--- src/rtl/irrigation_countdown_timer.sv ---
// Irrigation valve countdown timer: loads a step count, drives the valve while
// running, and counts down one step every TICK_DIV clock cycles.
module irrigation_countdown_timer #(
  parameter int WIDTH    = 4,
  parameter int TICK_DIV = 10
) (
  input  logic             CP,
  input  logic             RESET,
  input  logic             L,
  input  logic [WIDTH-1:0] D,
  input  logic             C,
  input  logic             ABORT,
  output logic [WIDTH-1:0] Q,
  output logic             VALVE,
  output logic             BUSY,
  output logic             DONE,
  output logic [1:0]       STATE
);

  localparam int PW = $clog2(TICK_DIV + 1);
  localparam logic [PW-1:0] LAST = PW'(TICK_DIV - 1);

  typedef enum logic [1:0] {
    ST_IDLE  = 2'b00,
    ST_RUN   = 2'b01,
    ST_PAUSE = 2'b10,
    ST_DONE  = 2'b11
  } state_t;

  state_t           state, state_n;
  logic [WIDTH-1:0] q_n;
  logic [PW-1:0]    pre, pre_n;

  // Abort beats load, load beats ticking; a load on a tick cycle discards the tick.
  always_comb begin
    state_n = state;
    q_n     = Q;
    pre_n   = pre;
    if (ABORT && (state == ST_RUN || state == ST_PAUSE)) begin
      state_n = ST_IDLE;
      q_n     = '0;
      pre_n   = '0;
    end else if (L && (D != '0)) begin
      state_n = C ? ST_RUN : ST_PAUSE;
      q_n     = D;
      pre_n   = '0;
    end else begin
      case (state)
        ST_RUN: begin
          if (!C) begin
            state_n = ST_PAUSE;
          end else if (pre == LAST) begin
            pre_n = '0;
            if (Q == WIDTH'(1)) begin
              q_n     = '0;
              state_n = ST_DONE;
            end else if (Q != '0) begin
              q_n = Q - WIDTH'(1);
            end
          end else begin
            pre_n = pre + PW'(1);
          end
        end
        ST_PAUSE: begin
          if (C) state_n = ST_RUN;
        end
        ST_DONE: begin
          state_n = ST_IDLE;
          q_n     = '0;
        end
        default: begin
          state_n = ST_IDLE;
        end
      endcase
    end
  end

  // Outputs are decoded from the next state so they change on the same edge.
  always_ff @(posedge CP) begin
    if (!RESET) begin
      state <= ST_IDLE;
      Q     <= '0;
      pre   <= '0;
      VALVE <= 1'b0;
      BUSY  <= 1'b0;
      DONE  <= 1'b0;
    end else begin
      state <= state_n;
      Q     <= q_n;
      pre   <= pre_n;
      VALVE <= (state_n == ST_RUN);
      BUSY  <= (state_n == ST_RUN) || (state_n == ST_PAUSE);
      DONE  <= (state_n == ST_DONE);
    end
  end

  assign STATE = state;

endmodule

--- config.mk ---
export PLATFORM = sky130hd
export DESIGN_NAME = irrigation_countdown_timer
export DESIGN_NICKNAME = d
export VERILOG_FILES = /design/src/rtl/irrigation_countdown_timer.sv
export SDC_FILE = /design/constraint.sdc
export NUM_CORES = 1
export LEC_CHECK = 0
export ABC_AREA = 0
export CAP_MARGIN = 20
export CORE_MARGIN = 2
export CORE_UTILIZATION = 49
export CTS_CLUSTER_DIAMETER = 80
export DETAILED_ROUTE_END_ITERATION = 10
export PLACE_DENSITY = 0.77
export SYNTH_ARGS = -nofsm -noshare
export SYNTH_HDL_FRONTEND = slang
export SYNTH_SLANG_ARGS = --single-unit
--- constraint.sdc ---
create_clock -name CP -period 2.6 [get_ports CP]
set_clock_uncertainty 0.1 [all_clocks]
set_input_delay 0.52 -clock CP [delete_from_list [all_inputs] [get_ports CP]]
set_output_delay 0.52 -clock CP [all_outputs]
set_load 0.005 [all_outputs]
==> out/metrics.csv <==
metric;value;unit
# clock sinks;13;
largest area contributor in the synthesized netlist;dfxtp_1;
worst vdd ir;283;uV
dominant synthesized flop cell;dfxtp_1;
RSZ-0062 raised after global routing;no;
Worst setup SP type;input port;
first-pass GRT wire length;3040;um
Post-DRT Antenna Nets;0;
Synth Register Bits;13;
number of DRC markers in iteration 0;15;
Max-Cap Viols;0;
vias per cell;5.96;
initial antenna violation count;0;
Syn Nets;110;
complex-gate fraction of the synthesized area;0.258;
io pins;18;
Clk pin slew, worst setup/hold paths;90;ps
Root Driver;clkbuf_4;
Post-Synth Simple-Gate Area;0.279;
PD cells;437;nW/um^2
Tmin final;2270;ps
Post-CTS Setup Inserts;0;
CTS tree;built;
routability cong.;0.906;
outcome;finished, final reports clean;
post-synthesis sequential area ratio;0.307;
multiplexer area fraction after synthesis;0;
type of destination of the critical path;register;
fillcell total;138;
fraction of registers with async set/reset;0;
vias in the first global route;725;
pin count of the biggest net entering global routing;8;
number of synthesized flops with an enable pin;0;
Worst EP arrival;2380;ps
Synth Area in Adders;0.118;
share of cells above drive strength 1;0.103;
Starting Density;0.508;
final hold viol count;0;
CTS H-Tree Depth;1;
number of distinct library cells after synthesis;37;
Die ar.;2080;sq um
non-filler cells, final;134;
vias;799;
Buffers on Ports;17;
Post-CTS Resized;0;
synthesized area;848;sq um
Setup CP Type;in2reg;
die height;45.6;um
worst-path maximum fanout;6;
Register Area;260;sq um
final core utilization;0.652;
ANT cells;0;
# rows;15;
yosys warns;0;
top-area cell type share of the netlist area;0.307;
leak pwr;0.000403;uW
final hold slack;423;ps
1st-pass router iterations;4;
final wirelength;1880;um
reg-to-reg slack, setup;380;ps
area of the multi-input gates;573;sq um
Hold Crit Class;reg2reg;
Routed WL per cell;14.0;um
largest family of logic cells by synthesized area;simple AND/OR/NAND/NOR gates;
final worst slack;330;ps
Tightest Pin Transition;682;ps
Slew HR;0.539;
total track usage;0.201;
average size of a mapped cell;9.12;sq um
Peak Freq;441;MHz
fin crit share;0.873;
setup TNS;0;ps
Max Slew Vio Count;0;
Num CTS Buffers;3;
hpwl dp;1460;um
DRC violations left;0;
WP data required;2710;ps
setup violators final;0;
final net count;135;
placed cell count;130;
top post-synthesis cells by area;dfxtp_1, ha_1, a21oi_1;
xor/xnor share of the synthesized area;0.0206;
Clock Tree Buf Depth;2;
core footprint;1670;sq um
pre-CTS WS;48.5;ps
CTS Hold Buffers Added;0;
Area growth syn-to-layout;28.3;%
post-synthesis cell count;93;
die extent in x;45.6;um
Overflow after GRT;0;
worst-skew pair later-pin latency;280;ps
layer usage:
metal  wire length (um)  part of all wire  global-route usage  vias up
li1                   -                 -                   -      405
met1                929              0.49               0.258      381
met2                891              0.47               0.332       11
met3                 42             0.022              0.0397        2
met4                 13            0.0069              0.0706        0
met5                  0                 0                   0        -
cell families after synthesis:
kind of cell / count (synthesis)
buffers and inverters: 4
flip-flops: 13
AND/OR/NAND/NOR: 40
XOR/XNOR: 2
AO/OA/AOI/OAI: 26
adder cells (fa/ha/maj): 8
placed cells by master (no fill, tap or decap), types with 2 or more instances in the layout:
cell | synthesis | final
nor2b_1 | 4 | 4
and2_1 | 2 | 2
nand2b_1 | 3 | 3
nand2_1 | 5 | 5
dfxtp_1 | 13 | 13
nor3b_1 | 2 | 2
o31ai_1 | 2 | 2
nor4_1 | 2 | 2
ha_1 | 8 | 8
buf_4 | 0 | 3
inv_1 | 4 | 4
clkbuf_4 | 0 | 3
xor2_1 | 2 | 2
clkdlybuf4s50_1 | 0 | 17
o21ai_0 | 3 | 3
a21oi_1 | 6 | 6
nand3_1 | 4 | 4
nor3_1 | 5 | 5
a211oi_1 | 3 | 3
nor2_1 | 5 | 5
synthesized netlist by cell type (2+ instances only):
library cell and n:
dfxtp_1 13, ha_1 8, a21oi_1 6, nand2_1 5, nor2_1 5, nor3_1 5, inv_1 4, nand3_1 4
nor2b_1 4, a211oi_1 3, nand2b_1 3, o21ai_0 3, and2_1 2, nor3b_1 2, nor4_1 2, o31ai_1 2
xor2_1 2
critical path, cell delays in order:
cell and delay [ps]:
clkdlybuf4s50_1 480, o41ai_4 520, a21oi_1 150, o31ai_1 310, ha_1 290, nor2b_1 100
cell type report:
| cell class | instances | area share |
|---|---|---|
| Multi-Input combinational cell | 76 | 0.526 |
| Sequential cell | 13 | 0.239 |
| Timing Repair Buffer | 20 | 0.177 |
| Clock buffer | 4 | 0.0241 |
| Tap cell | 17 | 0.0195 |
| Inverter | 4 | 0.0138 |
metrics by stage:
step | area [sq um] | total power (uW)
after floorplan | 848 | 292
after CTS | 1090 | 482
after global routing | 1090 | 505
after global placement | 1060 | 348
after detailed placement | 1060 | 350
final | 1090 | 476
power by group:
part	switching, uW	leakage (uW)	total (uW)	internal (uW)
Clock	70.2	0.0000150	130	59.5
Combinational	58.7	0.000282	126	67.4
Sequential	11.0	0.000106	220	209
Total	140	0.000403	476	336
flip-flops by register name (all words and copies together) (netlist names):
signal  count
VALVE       1
STATE       2
Q           4
pre         4
DONE        1
BUSY        1
worst paths after layout:
kind | startpoint | end | depth (start not counted)
min reg2reg | pre[3] | pre[3] | 2
min | pre[3] | pre[3] | 2
max | D[1] | BUSY | 6
max reg2reg | Q[1] | BUSY | 8
Note: power is estimated with default switching activity, not from simulation.
